<file path="config.mk">
export PLATFORM = sky130hd
export DESIGN_NAME = fll_cfg_ctrl_flat
export DESIGN_NICKNAME = d
export VERILOG_FILES = /design/src/rtl/fll_cfg_pkg.sv /design/src/rtl/fll_cfg_if.sv /design/src/rtl/fll_cfg_sync.sv /design/src/rtl/fll_cfg_ctrl.sv /design/src/flat_wrapper.sv
export SDC_FILE = /design/constraint.sdc
export NUM_CORES = 1
export LEC_CHECK = 0
export BUFFER_PORTS_ARGS = -buffer_cell sky130_fd_sc_hd__buf_2
export CORE_MARGIN = 4
export CORE_UTILIZATION = 47
export DETAILED_ROUTE_END_ITERATION = 6
export PLACE_DENSITY_LB_ADDON = 0.25
export SLEW_MARGIN = 10
export SYNTH_ARGS = -nofsm -noshare
export SYNTH_HDL_FRONTEND = slang
export SYNTH_SLANG_ARGS = --single-unit
</file>
<file path="constraint.sdc">
create_clock -name clk -period 2.3 [get_ports clk]
set_input_delay 0.46 -clock clk [delete_from_list [all_inputs] [get_ports clk]]
set_output_delay 0.46 -clock clk [all_outputs]
set_load 0.02 [all_outputs]
</file>
<file path="src/rtl/fll_cfg_pkg.sv">
// Shared types and constants for the FLL configuration-port sequencer.
// States, response error codes and the FLL register map live here.
package fll_cfg_pkg;

  typedef enum logic [2:0] {
    FLL_ST_IDLE      = 3'd0,
    FLL_ST_REQ       = 3'd1,
    FLL_ST_REL       = 3'd2,
    FLL_ST_LOCK_WAIT = 3'd3,
    FLL_ST_RESP      = 3'd4
  } fll_state_e;

  localparam logic [1:0] FLL_ERR_OK      = 2'd0;
  localparam logic [1:0] FLL_ERR_ACK_TO  = 2'd1;
  localparam logic [1:0] FLL_ERR_LOCK_TO = 2'd2;

  localparam logic [1:0] FLL_ADDR_STATUS = 2'd0;
  localparam logic [1:0] FLL_ADDR_CFG1   = 2'd1;
  localparam logic [1:0] FLL_ADDR_CFG2   = 2'd2;
  localparam logic [1:0] FLL_ADDR_INTEG  = 2'd3;

  // Command as latched at accept; it drives the FLL bus until the next accept.
  typedef struct packed {
    logic        wrn;
    logic [1:0]  add;
    logic [31:0] data;
    logic        wait_lock;
  } fll_cmd_t;

endpackage

</file>
<file path="src/rtl/fll_cfg_if.sv">
// Register-side command/response channel of the FLL configuration sequencer.
// master = peripheral register block, slave = fll_cfg_ctrl.
interface fll_cfg_if;

  logic        cmd_valid_i;
  logic        cmd_ready_o;
  logic        cmd_wrn_i;
  logic [1:0]  cmd_add_i;
  logic [31:0] cmd_wdata_i;
  logic        cmd_wait_lock_i;
  logic        rsp_valid_o;
  logic        rsp_ready_i;
  logic [31:0] rsp_rdata_o;
  logic [1:0]  rsp_err_o;

  modport master (
    output cmd_valid_i, cmd_wrn_i, cmd_add_i, cmd_wdata_i, cmd_wait_lock_i, rsp_ready_i,
    input  cmd_ready_o, rsp_valid_o, rsp_rdata_o, rsp_err_o
  );

  modport slave (
    input  cmd_valid_i, cmd_wrn_i, cmd_add_i, cmd_wdata_i, cmd_wait_lock_i, rsp_ready_i,
    output cmd_ready_o, rsp_valid_o, rsp_rdata_o, rsp_err_o
  );

endinterface

</file>
<file path="src/rtl/fll_cfg_sync.sv">
// Plain flop-chain synchronizer for a single asynchronous level signal.
// Synchronous active-high reset clears every stage.
module fll_cfg_sync #(
  parameter int unsigned STAGES = 2
) (
  input  logic clk,
  input  logic rst,
  input  logic d,
  output logic q
);

  logic [STAGES-1:0] chain;

  always_ff @(posedge clk) begin
    if (rst) begin
      chain <= '0;
    end else begin
      chain <= {chain[STAGES-2:0], d};
    end
  end

  assign q = chain[STAGES-1];

endmodule

</file>
<file path="src/rtl/fll_cfg_ctrl.sv">
// Sequences single register read/write commands onto the FLL four-phase
// req/ack configuration port, with ack/lock timeouts and a held response.
module fll_cfg_ctrl
  import fll_cfg_pkg::*;
#(
  parameter int unsigned ACK_TIMEOUT  = 255,
  parameter int unsigned LOCK_TIMEOUT = 4095,
  parameter int unsigned SYNC_STAGES  = 2
) (
  input  logic        clk,
  input  logic        rst,
  fll_cfg_if.slave    cfg,
  output logic        busy_o,
  output logic        fll_req_o,
  output logic        fll_wrn_o,
  output logic [1:0]  fll_add_o,
  output logic [31:0] fll_data_o,
  input  logic        fll_ack_i,
  input  logic [31:0] fll_rdata_i,
  input  logic        fll_lock_i,
  output logic        lock_o
);

  localparam logic [2:0] S_IDLE      = FLL_ST_IDLE;
  localparam logic [2:0] S_REQ       = FLL_ST_REQ;
  localparam logic [2:0] S_REL       = FLL_ST_REL;
  localparam logic [2:0] S_LOCK_WAIT = FLL_ST_LOCK_WAIT;
  localparam logic [2:0] S_RESP      = FLL_ST_RESP;

  localparam logic [7:0]  ACK_LIMIT  = 8'(ACK_TIMEOUT);
  localparam logic [15:0] LOCK_LIMIT = 16'(LOCK_TIMEOUT);

  logic [2:0]  state_q;
  logic [2:0]  state_d;
  fll_cmd_t    cmd_q;
  logic [7:0]  ack_cnt_q;
  logic [15:0] lock_cnt_q;
  logic [7:0]  ack_inc;
  logic [15:0] lock_inc;
  logic        ack_to;
  logic        lock_to;
  logic        accept;

  fll_cfg_sync #(
    .STAGES (SYNC_STAGES)
  ) u_lock_sync (
    .clk (clk),
    .rst (rst),
    .d   (fll_lock_i),
    .q   (lock_o)
  );

  assign fll_wrn_o  = cmd_q.wrn;
  assign fll_add_o  = cmd_q.add;
  assign fll_data_o = cmd_q.data;

  // Timeouts look one count ahead so a limit of N allows exactly N cycles in a state.
  assign ack_inc  = (ack_cnt_q == 8'hFF) ? ack_cnt_q : ack_cnt_q + 8'd1;
  assign lock_inc = (lock_cnt_q == 16'hFFFF) ? lock_cnt_q : lock_cnt_q + 16'd1;
  assign ack_to   = (ack_inc >= ACK_LIMIT);
  assign lock_to  = (lock_inc >= LOCK_LIMIT);
  assign accept   = (state_q == S_IDLE) && cfg.cmd_valid_i && cfg.cmd_ready_o;

  always_comb begin
    state_d = state_q;
    case (state_q)
      S_IDLE: begin
        if (accept) state_d = S_REQ;
      end
      S_REQ: begin
        if (fll_ack_i || ack_to) state_d = S_REL;
      end
      S_REL: begin
        if (!fll_ack_i) begin
          if ((cfg.rsp_err_o == FLL_ERR_OK) && !cmd_q.wrn && cmd_q.wait_lock) begin
            state_d = S_LOCK_WAIT;
          end else begin
            state_d = S_RESP;
          end
        end else if (ack_to) begin
          state_d = S_RESP;
        end
      end
      S_LOCK_WAIT: begin
        if (lock_o || lock_to) state_d = S_RESP;
      end
      S_RESP: begin
        if (cfg.rsp_ready_i) state_d = S_IDLE;
      end
      default: state_d = S_IDLE;
    endcase
  end

  // Status outputs are registered copies derived from the next state.
  always_ff @(posedge clk) begin
    if (rst) begin
      state_q         <= S_IDLE;
      cmd_q           <= '0;
      ack_cnt_q       <= '0;
      lock_cnt_q      <= '0;
      cfg.cmd_ready_o <= 1'b1;
      cfg.rsp_valid_o <= 1'b0;
      cfg.rsp_rdata_o <= '0;
      cfg.rsp_err_o   <= FLL_ERR_OK;
      busy_o          <= 1'b0;
      fll_req_o       <= 1'b0;
    end else begin
      state_q         <= state_d;
      cfg.cmd_ready_o <= (state_d == S_IDLE);
      cfg.rsp_valid_o <= (state_d == S_RESP);
      busy_o          <= (state_d != S_IDLE);
      fll_req_o       <= (state_d == S_REQ);

      if (state_d != state_q) begin
        ack_cnt_q  <= '0;
        lock_cnt_q <= '0;
      end else begin
        if ((state_q == S_REQ) || (state_q == S_REL)) ack_cnt_q <= ack_inc;
        if (state_q == S_LOCK_WAIT) lock_cnt_q <= lock_inc;
      end

      case (state_q)
        S_IDLE: begin
          if (accept) begin
            cmd_q.wrn       <= cfg.cmd_wrn_i;
            cmd_q.add       <= cfg.cmd_add_i;
            cmd_q.data      <= cfg.cmd_wdata_i;
            cmd_q.wait_lock <= cfg.cmd_wait_lock_i;
            cfg.rsp_rdata_o <= '0;
            cfg.rsp_err_o   <= FLL_ERR_OK;
          end
        end
        S_REQ: begin
          if (fll_ack_i) begin
            if (cmd_q.wrn) cfg.rsp_rdata_o <= fll_rdata_i;
          end else if (ack_to) begin
            cfg.rsp_err_o <= FLL_ERR_ACK_TO;
          end
        end
        S_REL: begin
          if (fll_ack_i && ack_to && (cfg.rsp_err_o == FLL_ERR_OK)) begin
            cfg.rsp_err_o <= FLL_ERR_ACK_TO;
          end
        end
        S_LOCK_WAIT: begin
          if (!lock_o && lock_to) cfg.rsp_err_o <= FLL_ERR_LOCK_TO;
        end
        default: begin
        end
      endcase
    end
  end

endmodule

</file>
<file path="src/flat_wrapper.sv">
// flat-port wrapper written by rule: the top's interface ports become plain ports
module fll_cfg_ctrl_flat import fll_cfg_pkg::*;
#(
  parameter int unsigned ACK_TIMEOUT  = 255,
  parameter int unsigned LOCK_TIMEOUT = 4095,
  parameter int unsigned SYNC_STAGES  = 2
)
  (clk, rst, busy_o, fll_req_o, fll_wrn_o, fll_add_o, fll_data_o, fll_ack_i, fll_rdata_i, fll_lock_i, lock_o, cfg_cmd_valid_i, cfg_cmd_wrn_i, cfg_cmd_add_i, cfg_cmd_wdata_i, cfg_cmd_wait_lock_i, cfg_rsp_ready_i, cfg_cmd_ready_o, cfg_rsp_valid_o, cfg_rsp_rdata_o, cfg_rsp_err_o);
  fll_cfg_if cfg_i ();
  input  logic clk;
  input  logic rst;
  output logic busy_o;
  output logic fll_req_o;
  output logic fll_wrn_o;
  output logic [1:0] fll_add_o;
  output logic [31:0] fll_data_o;
  input  logic fll_ack_i;
  input  logic [31:0] fll_rdata_i;
  input  logic fll_lock_i;
  output logic lock_o;
  input wire logic [$bits(cfg_i.cmd_valid_i)-1:0] cfg_cmd_valid_i;
  input wire logic [$bits(cfg_i.cmd_wrn_i)-1:0] cfg_cmd_wrn_i;
  input wire logic [$bits(cfg_i.cmd_add_i)-1:0] cfg_cmd_add_i;
  input wire logic [$bits(cfg_i.cmd_wdata_i)-1:0] cfg_cmd_wdata_i;
  input wire logic [$bits(cfg_i.cmd_wait_lock_i)-1:0] cfg_cmd_wait_lock_i;
  input wire logic [$bits(cfg_i.rsp_ready_i)-1:0] cfg_rsp_ready_i;
  output wire logic [$bits(cfg_i.cmd_ready_o)-1:0] cfg_cmd_ready_o;
  output wire logic [$bits(cfg_i.rsp_valid_o)-1:0] cfg_rsp_valid_o;
  output wire logic [$bits(cfg_i.rsp_rdata_o)-1:0] cfg_rsp_rdata_o;
  output wire logic [$bits(cfg_i.rsp_err_o)-1:0] cfg_rsp_err_o;
  assign cfg_i.cmd_valid_i = cfg_cmd_valid_i;
  assign cfg_i.cmd_wrn_i = cfg_cmd_wrn_i;
  assign cfg_i.cmd_add_i = cfg_cmd_add_i;
  assign cfg_i.cmd_wdata_i = cfg_cmd_wdata_i;
  assign cfg_i.cmd_wait_lock_i = cfg_cmd_wait_lock_i;
  assign cfg_i.rsp_ready_i = cfg_rsp_ready_i;
  assign cfg_cmd_ready_o = cfg_i.cmd_ready_o;
  assign cfg_rsp_valid_o = cfg_i.rsp_valid_o;
  assign cfg_rsp_rdata_o = cfg_i.rsp_rdata_o;
  assign cfg_rsp_err_o = cfg_i.rsp_err_o;
  fll_cfg_ctrl #(.ACK_TIMEOUT(ACK_TIMEOUT), .LOCK_TIMEOUT(LOCK_TIMEOUT), .SYNC_STAGES(SYNC_STAGES)) u_core (.clk(clk), .rst(rst), .cfg(cfg_i), .busy_o(busy_o), .fll_req_o(fll_req_o), .fll_wrn_o(fll_wrn_o), .fll_add_o(fll_add_o), .fll_data_o(fll_data_o), .fll_ack_i(fll_ack_i), .fll_rdata_i(fll_rdata_i), .fll_lock_i(fll_lock_i), .lock_o(lock_o));
endmodule
</file>
**Word level (Yosys, flattened, before mapping)**

Index checks and enable logic that the tools add are counted.

- Flip-flop bits (word level): 103
- Bits in latches: 0
- Bits in writable memories: 0
- ROM bits: 0
- Bits of input ports: 74
- Output and inout port bits: 74
- Word-level logic and storage cells: 76
- Memories kept: 0

- Add/subtract/negate cells: 2
- Multiply operators: 0
- Divide/modulo/power cells: 0
- Magnitude comparators: 2
- Eq/ne operators: 16
- Shifts and indexed selects: 0
- Multiplexer cells: 20
- Bitwise operators: 0
- Reductions and logical operators: 22

Operators with widths:

| cell | count |
|---|---|
| $mux 32 | 3 |
| $pmux 32 s2 | 1 |
| $mux 3 | 7 |
| $add 16x1->16 const B | 1 |
| $eq 16x16->1 const B | 1 |
| $ge 16x12->1 const B | 1 |
| $mux 16 | 1 |
| $pmux 3 s5 | 1 |
| $mux 2 | 5 |
| $add 8x1->8 const B | 1 |
| $eq 8x8->1 const B | 1 |
| $ge 8x8->1 const B | 1 |
| $mux 8 | 1 |
| $ne 2x2->1 const B | 4 |
| $pmux 2 s4 | 1 |
| $logic_and 1x1->1 | 7 |
| $eq 3x1->1 const B | 2 |
| $eq 3x2->1 const B | 2 |
| $eq 3x3->1 const B | 2 |
| $logic_not 3->1 | 2 |
| $ne 2x1->1 const B | 3 |
| $reduce_and 6->1 | 1 |
| $reduce_and 4->1 | 1 |
| $reduce_bool 4->1 | 1 |
| other kinds (8) | 11 |

**Longest topological paths before layout**

- Depth after elaboration: 8
- Mapped depth: 10
- Depth with buffers taken out: 8

**By module**

A second synthesis with hierarchy kept.

- Cells, all modules: 554
- Area total of the unflattened synthesis: 4807.1 um^2

By module, submodules not included:

| module | times used | cells an instance | area an instance (um^2) | seq. area each (um^2) |
|---|---|---|---|---|
| fll_cfg_ctrl | 1 | 550 | 4754.6 | 2021.9 |
| fll_cfg_sync | 1 | 4 | 52.6 | 40.0 |

**Worst setup path before layout**

No wires, ideal clock.

- Path type: reg2reg
- Start: register u_core.lock_cnt_q[0]
- End: register u_core.cfg.rsp_err_o[1]
- Setup time: 0.123 ns
- Arrival: 2.369 ns
- Required time: 2.177 ns
- Path slack: -0.193 ns
- Cell stages (with the launch flop): 9
- Buffers on the path: 0
- Clock period less this slack: 2.493 ns
- Path through: dfxtp_1 -> ha_1 -> nand3_1 -> or3_1 -> and3_2 -> nor4_4 -> a31oi_1 -> a211oi_2 -> mux2_1

- Cells in the longest elaborated chain, start to end: 6
- Elaborated cells on any way between the ends: 7
- Classes of those cells: add/sub (1); order compare (1); eq/ne (2); mux (1); reduce/logical (2)

RTL lines:

| item | line | text |
|---|---|---|
| from (decl) | fll_cfg_ctrl.sv:37 | `logic [15:0] lock_cnt_q;` |
| from (signal assigned) | fll_cfg_ctrl.sv:119 | `if (state_q == S_LOCK_WAIT) lock_cnt_q <= lock_inc;` |
| $add 16x1->16 / $eq 16x16->1 (equally long branches) | fll_cfg_ctrl.sv:59 | `assign lock_inc = (lock_cnt_q == 16'hFFFF) ? lock_cnt_q : lock_cnt_q + 16'd1;` |
| $mux 16 (*) | fll_cfg_ctrl.sv:59 |  |
| $ge 16x12->1 (*) | fll_cfg_ctrl.sv:61 | `assign lock_to = (lock_inc >= LOCK_LIMIT);` |
| $logic_and 1x1->1 (*) | fll_cfg_ctrl.sv:146 | `if (!lock_o && lock_to) cfg.rsp_err_o <= FLL_ERR_LOCK_TO;` |
| $ne 2x2->1 (no line) (*) | -- |  |
| $reduce_and 6->1 (no line) (*) | -- |  |
| to (signal assigned) | fll_cfg_ctrl.sv:137 | `cfg.rsp_err_o <= FLL_ERR_ACK_TO;` |
| to (signal assigned) | fll_cfg_ctrl.sv:142 | `cfg.rsp_err_o <= FLL_ERR_ACK_TO;` |
| to (signal assigned) | fll_cfg_ctrl.sv:146 |  |
| to (decl) | fll_cfg_if.sv:23 | `output cmd_ready_o, rsp_valid_o, rsp_rdata_o, rsp_err_o` |

Every way passes the cells marked *; elsewhere a longest branch is shown, timed or not.
A chain may end at the register's enable or synchronous reset.

**Worst setup path in the final report**

- Start: register u_core.lock_cnt_q[1]
- End: register u_core.lock_cnt_q[5]

- Cells in the longest elaborated chain, start to end: 8
- Elaborated cells on any way between the ends: 9
- Classes of those cells: add/sub (1); order compare (1); eq/ne (2); mux (3); reduce/logical (2)

RTL lines:

| item | line | text |
|---|---|---|
| $add 16x1->16 / $eq 16x16->1 (equally long branches) | fll_cfg_ctrl.sv:59 |  |
| $mux 16 (*) | fll_cfg_ctrl.sv:59 |  |
| $ge 16x12->1 | fll_cfg_ctrl.sv:61 |  |
| $logic_or 1x1->1 | fll_cfg_ctrl.sv:85 | `if (lock_o \|\| lock_to) state_d = S_RESP;` |
| $mux 3 | fll_cfg_ctrl.sv:85 |  |
| $pmux 3 s5 | fll_cfg_ctrl.sv:66 | `case (state_q)` |
| $ne 3x3->1 | fll_cfg_ctrl.sv:114 | `if (state_d != state_q) begin` |
| $reduce_or 2->1 (no line) | -- |  |

Marked as above.

==> results.md <==
- Outcome: complete, but fails checks
- Violated checks: negative setup slack
- Main synth FF type: dfxtp_1
- Average size of a mapped cell: 8.25 sq um
- Top cell by count, worst path: buf_4
- CP cell instances: ha_4 > buf_4 > and3_2 > nand4_1 > mux2i_2 > o211ai_1 > a31oi_2 > nor2_2 > buf_4 > buf_12 > nor3_2
- WHS: 0.301 ns
- Power density cells: 600 nW/um^2
- Worst-skew pair later-pin latency: 0.38 ns
- Starting density of the core: about 48%
- CP max stage delay: 0.38 ns
- Hold wc startpoint: fll_lock_i
- Design area: roughly 6000 sq um
- Clock Skew: approximately 0.01 ns
- Xor and xnor area share after synthesis: 1.96%
- Vias in the first global route: around 4500
- Via density: 5.26
- Routability Congestion: 0.929
- Share of layout cells above drive strength 1: about two fifths
- Number of routed nets with antenna violations: 0
- Leakage: 0.00259 uW
- # fillers: 960
- Post-synthesis mux area share: 2.87%
- Met1 GRT Util: 25.5%
- # DRC: 0
- Hold Path End: u_core.u_lock_sync.chain[0]$_SDFF_PP0_
- Gr usage total: 21.3%
- Die H: 110 um
- Reg2Reg Depth: 11
- Routed wire length: 12.9 mm
- Crit path DAT: 2.62 ns
- Clock slew at reported path FFs: 0.10 ns
- Total Power: approximately 3700 uW
- Hold crit path type: input port to flop
- Final #Nets: 817
- Setup WS pre-CTS: -0.0947 ns
- # IOs: 148
- GRT overflow: 0
- Drt pass-1 iters: 5
- Final period util: 101%
- Crit-path slowest cell: dfxtp_4
- DIE AREA: 12200 sq um
- Peak VDD IR: a little under 0.6 mV
- Largest family of logic cells by synthesized area: simple AND/OR/NAND/NOR gates
- Synth Area in Compound Gates: 13.9%
- # hold bufs at CTS: 0
- Actual slew at the worst max-slew pin: 0.808 ns
- Synthesized instance count: 597
- Slew margin rel.: 45.9%
- Critical path class: flop to flop
- Seq cells post-synth: 103
- Hold Crit Depth: 2
- DRT iter0 DRCs: roughly 280
- Cell row count: 37
- First-pass GRT wire length: 20.6 mm
- Post-synthesis adder-cell area fraction: 0.711%
- Antenna violations before repair: 0
- Setup slack, reg-to-reg: -0.03 ns
- Async S/R FF share, synth: 0%
- GR Util met2: 34.7%
- Clock buffer count from CTS: 9
- F_max: 0.430 GHz
- Chip width: 110 um
- Post-Syn Area: just under 5000 sq um
- Core ar.: 10300 sq um
- Synthesized Nets: 673
- Utilization after layout: 60.1%
- Grt peak-use layer: met2
- RSZ-0062 raised after global routing: true
- Final Setup Violations: 23
- Largest net degree at the start of global routing: 53
- Fin. max-slew vios: 0
- Yosys warns: 0
- Max clock buf depth: 2
- Min Clock Period, post-route: approximately 2.3 ns
- Number of flops mapped to enable cells by yosys: 0
- CTS tree: built
- Routed wire length per instance: between 10 and 15 um
- Worst r2r src: u_core.lock_cnt_q[1]$_SDFFE_PP0N_
- Final worst slack: -0.0280 ns
- Via count: 4638
- Crit-path max FO: 8
- Area Overhead vs Synth: 25.5%
- DPL Wire Length: 9.17 mm
- Max-Cap Viols: 0
- # H-tree levels: 3
- Post-Synth Simple-Gate Area: 28.8%
- Dpl cell area: slightly below 6000 sq um
- Required time worst endpoint: between 2 and 3 ns
- Startpoint Class: flop
- Worst Setup End Kind: flop
- Port buffer count: 147
- N_diodes: 0
- Sequential area share after synthesis: a little over two fifths
- CTS root buf: clkbuf_8
- Grt met3 use: 9.03%
- Final Hold Violating Endpoints: 0
- Clock sink count: roughly 100
- Distinct cells, synth: between 60 and 70
- R2r endpoint: u_core.lock_cnt_q[5]$_SDFFE_PP0N_
-- final cells by class --
cell class	instances	area (sq um)	area share, %
inverter	7	26.3	0.425
multi-input combinational	415	2520	40.7
tap	136	170	2.75
clock inverter	5	38.8	0.628
clock buffer	11	141	2.29
timing repair buffer	205	1200	19.4
sequential	103	2090	33.8
-- layout by cell type (no fill, tap or decap), drive strengths merged, types with 7 or more instances in the layout --
master	count
inv	9
nand3	41
buf	205
dfxtp	103
clkbuf	11
mux2i	13
nand4	12
o21ai	9
nand2	127
and3	7
nor2	18
nor3	27
xor2	8
a21oi	81
-- cells in the mapped netlist, types with 3 or more instances --
library cell / n / area (sq um)
mux2i_1: 13 / 130
nor3_2: 21 / 210
xnor2_1: 3 / 26.3
buf_4: 35 / 263
nor2_1: 17 / 63.8
nand2_1: 127 / 477
nor4_1: 5 / 31.3
a21oi_1: 81 / 405
and3_1: 6 / 37.5
a31oi_1: 3 / 18.8
buf_6: 5 / 56.3
xor2_1: 8 / 70.1
nor2b_1: 6 / 37.5
nand3b_1: 3 / 22.5
nand2b_1: 6 / 37.5
inv_1: 7 / 26.3
o21ai_0: 8 / 40.0
buf_1: 4 / 15.0
and2_1: 3 / 18.8
nor3_1: 6 / 30.0
clkbuf_1: 24 / 90.1
dfxtp_1: 103 / 2060
nand4_1: 10 / 62.6
or3_1: 3 / 18.8
nand3_1: 41 / 205
-- metal layers --
metal	vias to the layer above	routed length [um]	part of all wire, %
met1	2162	5270	41
li1	2314	-	-
met5	-	0	0
met2	146	6280	49
met3	16	1090	8.5
met4	0	216	1.7
-- how the worst max path moves through the flow --
stage                     cells past startpoint                                    to                               from
final                                        11     u_core.lock_cnt_q[5]$_SDFFE_PP0N_  u_core.lock_cnt_q[1]$_SDFFE_PP0N_
after global routing                          8  u_core.cfg.rsp_err_o[1]$_SDFFE_PP0P_   u_core.ack_cnt_q[0]$_SDFFE_PP0P_
after CTS                                    11    u_core.lock_cnt_q[11]$_SDFFE_PP0N_  u_core.lock_cnt_q[1]$_SDFFE_PP0N_
after detailed placement                      9    u_core.lock_cnt_q[11]$_SDFFE_PP0N_  u_core.lock_cnt_q[2]$_SDFFE_PP0N_
after global placement                        9     u_core.lock_cnt_q[8]$_SDFFE_PP0N_  u_core.lock_cnt_q[3]$_SDFFE_PP0N_
after floorplan                               9    u_core.lock_cnt_q[13]$_SDFFE_PP0N_   u_core.ack_cnt_q[0]$_SDFFE_PP0P_
-- registers in the layout, indices dropped and copies added, names as in the netlist --
name                      flops
u_core.busy_o                 1
u_core.fll_add_o              2
u_core.cfg.rsp_err_o          2
u_core.cfg.rsp_valid_o        1
u_core.cfg.cmd_ready_o        1
u_core.cfg.rsp_rdata_o       32
u_core.state_q                3
u_core.cmd_q                  1
u_core.fll_wrn_o              1
u_core.u_lock_sync.chain      2
u_core.fll_req_o              1
u_core.ack_cnt_q              8
u_core.fll_data_o            32
u_core.lock_cnt_q            16
-- critical path: cells and delay by family (launching register included) --
kind | cells | cell delay, ns
buf+inv | 3 | 0.47
compound gates | 2 | 0.35
simple gates | 4 | 0.61
fa+ha+maj | 1 | 0.16
mux | 1 | 0.26
flops | 1 | 0.38
-- cells by family after synthesis --
group,after synthesis
AND/OR/NAND/NOR,271
AO/OA/AOI/OAI,116
flip-flops,103
buffers and inverters,79
multiplexers,14
XOR/XNOR,11
adder cells (fa/ha/maj),3
-- stage by stage --
step | setup TNS (ns) | cells
2_1_floorplan | 0 | 597
3_3_place_gp | -0.0143 | 860
3_5_place_dp | -0.654 | 860
4_1_cts | 0 | 880
5_1_grt | -3.12 | 882
6_report | -0.233 | 882
-- where the power goes --
group          switching (uW)  leakage [uW]  internal, uW
logic                     471       0.00165           255
registers                52.3      0.000845          1870
clock network             632     0.0000903           432
-- what timing repair did --
action	CTS	global route
pin swaps	7	4
endpoints found under the setup margin	28	28
setup buffers	4	2
resized for setup	16	12
Power figures use the tool's default switching activity.
